--- src/rtl/div_unit_pkg.sv ---
// Shared definitions for the EX-stage divider: FSM state encodings,
// start/ready handshake levels and the common register-bus constants.
// Imported by div_unit; holds no logic.
package div_unit_pkg;

  // Register bus widths and the all-zero word.
  localparam int          RegBusW      = 32;
  localparam int          DoubleRegBusW = 64;
  localparam logic [RegBusW-1:0] ZeroWord = '0;

  // Divider FSM state encodings.
  localparam logic [1:0] DivFree   = 2'b00;
  localparam logic [1:0] DivByZero = 2'b01;
  localparam logic [1:0] DivOn     = 2'b10;
  localparam logic [1:0] DivEnd    = 2'b11;

  // Handshake levels.
  localparam logic DivStart          = 1'b1;
  localparam logic DivStop           = 1'b0;
  localparam logic DivResultReady    = 1'b1;
  localparam logic DivResultNotReady = 1'b0;

endpackage

--- src/rtl/div_unit.sv ---
// Multi-cycle restoring divider (DIV / DIVU) for the EX stage.
// Latency: WIDTH+2 edges from the start-sampling edge (2 for divide-by-zero).
// Backpressure: result_o/ready_o are held in END while start_i stays high.
//
// Ports:
//   clk, rst        rising-edge clock, asynchronous active-high reset
//   signed_div_i    1 = signed DIV, 0 = DIVU
//   opdata1_i/2_i   dividend / divisor, sampled only while FREE
//   start_i         request, held by EX until ready_o
//   annul_i         abort an in-flight division (flush / exception)
//   result_o        {remainder, quotient}: HI = upper half, LO = lower half
//   ready_o         result_o valid
module div_unit
  import div_unit_pkg::*;
#(
  parameter int WIDTH = 32,
  parameter int CNT_W = 6
) (
  input  logic                 clk,
  input  logic                 rst,
  input  logic                 signed_div_i,
  input  logic [WIDTH-1:0]     opdata1_i,
  input  logic [WIDTH-1:0]     opdata2_i,
  input  logic                 start_i,
  input  logic                 annul_i,
  output logic [2*WIDTH-1:0]   result_o,
  output logic                 ready_o
);

  logic [1:0]           state_q,   state_d;
  logic [CNT_W-1:0]     cnt_q,     cnt_d;
  // Working register: upper half is the partial remainder, lower half holds
  // the not-yet-consumed dividend bits with quotient bits shifting in at bit 0.
  logic [2*WIDTH-1:0]   dq_q,      dq_d;
  logic [WIDTH-1:0]     divisor_q, divisor_d;
  logic                 neg_quot_q, neg_quot_d;
  logic                 neg_rem_q,  neg_rem_d;
  logic [2*WIDTH-1:0]   result_q,  result_d;
  logic                 ready_q,   ready_d;

  logic                 op1_neg, op2_neg;
  logic [WIDTH-1:0]     op1_mag, op2_mag;
  logic [WIDTH:0]       trial;
  logic [WIDTH-1:0]     quot_raw, rem_raw, quot_fix, rem_fix;

  assign op1_neg = signed_div_i & opdata1_i[WIDTH-1];
  assign op2_neg = signed_div_i & opdata2_i[WIDTH-1];
  assign op1_mag = op1_neg ? (~opdata1_i + 1'b1) : opdata1_i;
  assign op2_mag = op2_neg ? (~opdata2_i + 1'b1) : opdata2_i;

  // The shifted partial remainder's upper WIDTH+1 bits are dq_q[2W-1:W-1];
  // one WIDTH+1-bit subtract tells whether the divisor fits (MSB clear).
  assign trial = dq_q[2*WIDTH-1:WIDTH-1] - {1'b0, divisor_q};

  assign quot_raw = dq_q[WIDTH-1:0];
  assign rem_raw  = dq_q[2*WIDTH-1:WIDTH];
  assign quot_fix = neg_quot_q ? (~quot_raw + 1'b1) : quot_raw;
  assign rem_fix  = neg_rem_q  ? (~rem_raw  + 1'b1) : rem_raw;

  always_comb begin
    state_d    = state_q;
    cnt_d      = cnt_q;
    dq_d       = dq_q;
    divisor_d  = divisor_q;
    neg_quot_d = neg_quot_q;
    neg_rem_d  = neg_rem_q;
    result_d   = result_q;
    ready_d    = ready_q;

    case (state_q)
      DivFree: begin
        ready_d  = DivResultNotReady;
        result_d = '0;
        if (start_i == DivStart && !annul_i) begin
          // Quotient sign differs when operand signs differ; the remainder
          // follows the dividend's sign.
          neg_quot_d = op1_neg ^ op2_neg;
          neg_rem_d  = op1_neg;
          if (opdata2_i == '0) begin
            state_d = DivByZero;
          end else begin
            state_d   = DivOn;
            cnt_d     = '0;
            dq_d      = {{WIDTH{1'b0}}, op1_mag};
            divisor_d = op2_mag;
          end
        end
      end

      DivByZero: begin
        if (annul_i) begin
          state_d  = DivFree;
          result_d = '0;
          ready_d  = DivResultNotReady;
        end else begin
          state_d  = DivEnd;
          result_d = '0;
          ready_d  = DivResultReady;
        end
      end

      DivOn: begin
        if (annul_i) begin
          state_d  = DivFree;
          result_d = '0;
          ready_d  = DivResultNotReady;
        end else if (cnt_q != CNT_W'(WIDTH)) begin
          if (!trial[WIDTH]) begin
            // Remainder after a successful subtract is below the divisor, so
            // it fits back into WIDTH bits.
            dq_d = {trial[WIDTH-1:0], dq_q[WIDTH-2:0], 1'b1};
          end else begin
            dq_d = {dq_q[2*WIDTH-2:0], 1'b0};
          end
          cnt_d = cnt_q + CNT_W'(1);
        end else begin
          state_d  = DivEnd;
          result_d = {rem_fix, quot_fix};
          ready_d  = DivResultReady;
        end
      end

      default: begin // DivEnd: annul_i deliberately ignored here
        if (start_i == DivStop) begin
          state_d  = DivFree;
          result_d = '0;
          ready_d  = DivResultNotReady;
        end
      end
    endcase
  end

  always_ff @(posedge clk or posedge rst) begin
    if (rst) begin
      state_q    <= DivFree;
      cnt_q      <= '0;
      dq_q       <= '0;
      divisor_q  <= '0;
      neg_quot_q <= 1'b0;
      neg_rem_q  <= 1'b0;
      result_q   <= '0;
      ready_q    <= DivResultNotReady;
    end else begin
      state_q    <= state_d;
      cnt_q      <= cnt_d;
      dq_q       <= dq_d;
      divisor_q  <= divisor_d;
      neg_quot_q <= neg_quot_d;
      neg_rem_q  <= neg_rem_d;
      result_q   <= result_d;
      ready_q    <= ready_d;
    end
  end

  assign result_o = result_q;
  assign ready_o  = ready_q;

endmodule

--- config.mk ---
export PLATFORM = sky130hd
export DESIGN_NAME = div_unit
export DESIGN_NICKNAME = d
export VERILOG_FILES = /design/src/rtl/div_unit_pkg.sv /design/src/rtl/div_unit.sv
export SDC_FILE = /design/constraint.sdc
export NUM_CORES = 1
export LEC_CHECK = 0
export BUFFER_PORTS_ARGS = -buffer_cell sky130_fd_sc_hd__buf_2
export CAP_MARGIN = 20
export CORE_AREA = 5 5 174 176
export DETAILED_ROUTE_END_ITERATION = 8
export DIE_AREA = 0 0 179 181
export PLACE_DENSITY = 0.69
export SYNTH_ARGS = -nofsm -noshare
export SYNTH_HDL_FRONTEND = slang
export SYNTH_SLANG_ARGS = --single-unit
--- constraint.sdc ---
create_clock -name clk -period 6.6 [get_ports clk]
set_clock_uncertainty 0.2 [all_clocks]
set_input_delay 1.32 -clock clk [delete_from_list [all_inputs] [get_ports clk]]
set_output_delay 1.32 -clock clk [all_outputs]
set_load 0.05 [all_outputs]
==> impl_metrics.json, run 1 <==
{
  "outcome": "finished clean",
  "synth-seq-cells": 171,
  "gr-usage-all-layers_pct": 18.3,
  "power_mw": 4.50,
  "critPathMaxFanout": 33,
  "mostFrequentLayoutCell": "nand2_1",
  "yosysUniqueCellTypes": 61,
  "gr-total-overflow": 0,
  "wirelength_mm": 29.4,
  "clock.fmax_ghz": 0.216,
  "end_kind": "flip-flop",
  "clock_sink_count": 171,
  "period_needed_ps": 4630,
  "start_kind": "input pin",
  "worst_pin_slew_ps": 925,
  "die_w_microns": 179,
  "synth_flop_cell": "dfrtp_1",
  "synth_edf_count": 0,
  "power_density_nw_per_um2": 349,
  "synthArstFlopShare_pct": 100,
  "fp.dieArea_sq_um": 32400,
  "synth_cells": 1363,
  "first_pass_iters": 5,
  "dp_slack_ps": 1580,
  "via_per_inst": 5.32,
  "p_leak_nw": 5.93,
  "ir_drop_mv": 0.216,
  "cp.arrival_ps": 4730,
  "row_count": 62,
  "drive_gt1_share_pct": 13.8,
  "antenna_left": 0,
  "syn_area_sq_um": 11300,
  "grt_max_degree": 71,
  "fin_nets": 1569,
  "yosys.area.top_type": "dfrtp_1",
  "post_cts_resized": 0,
  "clk_latency_ps": 430,
  "placed_cells": 1821,
  "clk_pin_slew_worst_paths_ps": 70,
  "rsz0062_at_grt": "false",
  "cts_tree": "done",
  "syn_area_per_cell_sq_um": 8.28,
  "post_cts_buffers": 0,
  "hold_class": "flip-flop to flip-flop",
  "yosysSeqAreaShare_pct": 37.9,
  "synthTopCellsByArea": "dfrtp_1 38%, o21ai_0 8.6%, xor2_1 7.5%, nand2_1 7.1%, ha_1 4.7%",
  "vias": 9863,
  "hold_viol": 0,
  "period_share_pct": 70.1,
  "wl_per_cell_microns": 15.9,
  "synth_nets": 1475,
  "slew_violations": 0,
  "fin_cells": 1854,
  "drt_first_iter_violations": 695,
  "grt_pass1_wl_mm": 48.8,
  "ctsRootBufferMaster": "clkbuf_16",
  "setup_ws_ps": 1970,
  "ys.warnings.count": 0,
  "hpwl_mm": 22.0,
  "gp_congestion": 0.862,
  "antenna_found_initial": 1,
  "finalSetupViolCount": 0,
  "core-area_sq_um": 28500,
  "critPathKind": "input pin to flip-flop",
  "max-slew-margin-rel_pct": 38.4,
  "die_height_microns": 181,
  "ios": 134,
  "hold_buffers": 0,
  "grt_pass1_vias": 9423,
  "h-tree-depth": 4,
  "synth_top_cell_area_share_pct": 37.9,
  "cts_buffer_depth": 2,
  "fillCellCount": 2878,
  "required_ps": 6700,
  "final_cell_mix": "213 x nand2_1, 194 x o21ai_0, 171 x dfrtp_1, 133 x buf_2",
  "initial_core_util_pct": 39.6,
  "fin_tns_setup_ps": 0,
  "drc": 0,
  "synthToLayoutAreaGrowth_pct": 14.3,
  "numPortBuffers": 133,
  "drv_cap": 0,
  "numCtsBuffers": 17
}
## per-stage QoR
stage	instance area [sq um]	utilization [%]	hold slack, ps
3_5_place_dp	12300	43.1	265
5_1_grt	12900	45.3	287
3_3_place_gp	12300	43.1	258
6_report	12900	45.3	272
2_1_floorplan	11300	-	250
4_1_cts	12900	45.2	281
## flip-flops by register name, summed over array words and instances, names as in the netlist
signal      flops
cnt_q           6
divisor_q      32
dq_q           64
neg_quot_q      1
neg_rem_q       1
ready_o         1
result_o       64
state_q         2
## area by class of cell
cell class / count / area, sq um / share of cell area [%]
timing repair buffer: 144 / 761 / 5.90
tap: 384 / 480 / 3.73
multi-input combinational: 1063 / 6540 / 50.7
sequential: 171 / 4280 / 33.2
clock inverter: 13 / 161 / 1.25
antenna: 1 / 2.50 / 0.0194
inverter: 60 / 230 / 1.79
clock buffer: 18 / 439 / 3.41
## path summary, 6_finish.rpt
path | depth (start not counted) | from | slack, ps | endpoint
min in group asynchronous | 2 | rst | 680 | result_o[58]
setup reg to reg | 13 | dq_q[31] | 2210 | dq_q[32]
setup / recovery | 9 | opdata2_i[7] | 1970 | dq_q[47]
max in group asynchronous | 3 | rst | 4230 | cnt_q[5]
hold / removal | 2 | result_o[24] | 270 | result_o[24]
hold reg to reg | 2 | result_o[24] | 270 | result_o[24]
## per-layer routing
metal	vias to the layer above	routed length, microns	global-route usage [%]
met2	243	12700	27.0
met1	4615	14800	27.7
met4	0	501	4.73
met3	30	1420	2.84
li1	4975	-	-
met5	-	0	0
## kinds of logic (layout without fill, tap and decap cells)
family	count (synthesis)	in the layout	share of synthesized area [%]
flops	171	171	37.9
buf+inv	129	235	4.31
compound gates	405	405	21.1
other cells	0	1	0
xor+xnor	149	149	11.6
simple gates	439	439	17.9
fa+ha+maj	43	43	4.83
mux	27	27	2.43
## synth_stat cells, types with 17 or more instances
library cell,number
or3_1,18
nor2_1,82
a21oi_1,97
clkbuf_1,63
o311ai_0,17
dfrtp_1,171
ha_1,42
o21ai_0,194
inv_1,60
mux2i_1,24
xor2_1,97
o31ai_1,26
nand2_1,214
xnor2_1,52
nand3_1,30
## power by group
part	switching, mW	internal, mW	leakage, nW
Sequential	0.241	1.27	2.27
Clock	0.462	0.578	0.292
Combinational	1.22	0.734	3.37
Total	1.93	2.58	5.93
## critical path: stages
cell and delay (ps):
buf_2 130, nor4_1 450, or4b_2 650, or4b_2 730
a21oi_1 280, nand2b_2 560, buf_4 410, nand2_1 90
o311ai_0 100
No activity file was read; power rests on OpenSTA's default activity.
==> run 2: changes to the inputs <==
--- a/config.mk
+++ b/config.mk
@@ -10,7 +10,7 @@
 export CORE_AREA = 5 5 174 176
 export DETAILED_ROUTE_END_ITERATION = 8
 export DIE_AREA = 0 0 179 181
-export PLACE_DENSITY = 0.69
+export PLACE_DENSITY = 0.71
 export SYNTH_ARGS = -nofsm -noshare
 export SYNTH_HDL_FRONTEND = slang
 export SYNTH_SLANG_ARGS = --single-unit
==> constraint.sdc (replaced) <==
create_clock -name clk -period 4.15 [get_ports clk]
set_clock_uncertainty 0.2 [all_clocks]
set_input_delay 0.83 -clock clk [delete_from_list [all_inputs] [get_ports clk]]
set_output_delay 0.83 -clock clk [all_outputs]
set_load 0.05 [all_outputs]
==> impl_metrics.json, run 2 (synthesized netlist as in run 1, its figures left out) <==
{
  "slew_violations": 0,
  "rsz0062_at_grt": "false",
  "drt_first_iter_violations": 572,
  "fin_tns_setup_ps": 0,
  "required_ps": 4240,
  "fin_cells": 1870,
  "antennaDiodeCount": 0,
  "critPathMaxFanout": 4,
  "antenna_left": 0,
  "gr-total-overflow": 0,
  "h-tree-depth": 4,
  "grtUsageMet2_pct": 26.7,
  "ctsRootBufferMaster": "clkbuf_16",
  "initial_core_util_pct": 39.6,
  "antenna_found_initial": 1,
  "numPortBuffers": 133,
  "hpwl_mm": 22.3,
  "numCtsBuffers": 17,
  "clk_pin_slew_worst_paths_ps": 70,
  "grt_pass1_wl_mm": 48.6,
  "whs_ps": 276,
  "clock.fmax_ghz": 0.255,
  "gp_congestion": 0.894,
  "hold_class": "flip-flop to flip-flop",
  "via_per_inst": 5.32,
  "grt_max_degree": 172,
  "period_share_pct": 94.3,
  "max-slew-margin-rel_pct": 35.5,
  "vias": 9940,
  "busiest_layer": "met1",
  "fillCellCount": 2800,
  "drc": 0,
  "row_count": 62,
  "setup_ws_ps": 235,
  "grt_pass1_vias": 9571,
  "gr-usage-all-layers_pct": 18.1,
  "finalSetupViolCount": 0,
  "hold_viol": 0,
  "wirelength_mm": 29.3,
  "drive_gt1_share_pct": 14.8,
  "fin_nets": 1585,
  "mostFrequentLayoutCell": "nand2_1",
  "core-area_sq_um": 28500,
  "ios": 134,
  "dp_slack_ps": 163,
  "die_height_microns": 181,
  "period_needed_ps": 3920,
  "ir_drop_mv": 0.351,
  "critPathKind": "flip-flop to flip-flop",
  "drv_cap": 0,
  "power_mw": 7.26,
  "clk_latency_ps": 430,
  "placed_cells": 1838,
  "cts_tree": "done",
  "die_w_microns": 179,
  "start_kind": "flip-flop",
  "outcome": "finished clean",
  "wl_per_cell_microns": 15.6,
  "final_cell_mix": "213 x nand2_1, 194 x o21ai_0, 171 x dfrtp_1, 133 x buf_2",
  "synthToLayoutAreaGrowth_pct": 16.0,
  "use_met1_pct": 27.8,
  "power_density_nw_per_um2": 555,
  "first_pass_iters": 5,
  "post_cts_buffers": 0,
  "p_leak_nw": 6.04,
  "fp.dieArea_sq_um": 32400,
  "cp.arrival_ps": 4010,
  "end_kind": "flip-flop",
  "worst_pin_slew_ps": 968,
  "use_met3_pct": 2.30,
  "cts_buffer_depth": 2,
  "clock_sink_count": 171
}
-- run 2: cell count changes in the layout (fill, tap and decap cells not counted) --
| cell | change |
|---|---|
| buf_12 | +6 |
| buf_4 | +10 |
| clkbuf_8 | -1 |
| clkinv_2 | +1 |
| clkinv_4 | -2 |
| clkinvlp_4 | +2 |
| diode_2 | -1 |
| inv_6 | -1 |
| inv_8 | +2 |
| o311ai_0 | -1 |
| o311ai_1 | +1 |
-- run 2: layout make-up --
cell class                      instances  area [sq um]  area share [%]
Multi-Input combinational cell       1063          6540            50.0
Timing Repair Buffer                  160           956            7.30
Clock buffer                           17           425            3.25
Inverter                               60           229            1.75
Clock inverter                         15           179            1.37
Tap cell                              384           480            3.67
Sequential cell                       171          4280            32.7
-- run 2: worst paths after layout --
check                             start      endpoint  slack (ps)  cells after the start
setup / recovery                dq_q[6]  result_o[30]         230                      9
hold / removal             result_o[50]  result_o[50]         280                      2
setup reg to reg                dq_q[6]  result_o[30]         230                      9
hold reg to reg            result_o[50]  result_o[50]         280                      2
max in group asynchronous           rst   result_o[9]        2580                      3
min in group asynchronous           rst  result_o[60]         460                      3
-- run 2: per-stage QoR --
step                utilization, %  area (sq um)
floorplan                        -         11300
global placement              43.9         12500
detailed placement            43.9         12500
CTS                           46.0         13100
global route                  46.0         13100
finish                        46.0         13100
-- run 2: report_power, final --
part	switching (mW)	leakage (nW)	total, mW	internal [mW]
combinational	1.92	3.47	3.17	1.24
clock	0.743	0.293	1.65	0.912
sequential	0.427	2.27	2.44	2.01
total	3.09	6.04	7.26	4.17
-- run 2: timing repair --
| item | in CTS | in global routing |
|---|---|---|
| resized for setup | 0 | 1 |
| hold buffers | 0 | 0 |
| setup endpoints to repair | 0 | 1 |
-- run 2: critical path, cell delays in order (launching register included) --
cell and delay (ps):
dfrtp_1 430, or4_4 570, or4_4 470, or4_4 500
or4_4 460, or4_4 520, or2_4 280, o21ai_2 140
xor2_1 160, o21ai_1 70
-- run 2: metal layers --
| metal | up-vias | share of wire, % |
|---|---|---|
| met5 | - | 0.024 |
| met4 | 2 | 1.7 |
| met3 | 34 | 4.2 |
| met2 | 213 | 43 |
| met1 | 4692 | 51 |
| li1 | 4999 | - |
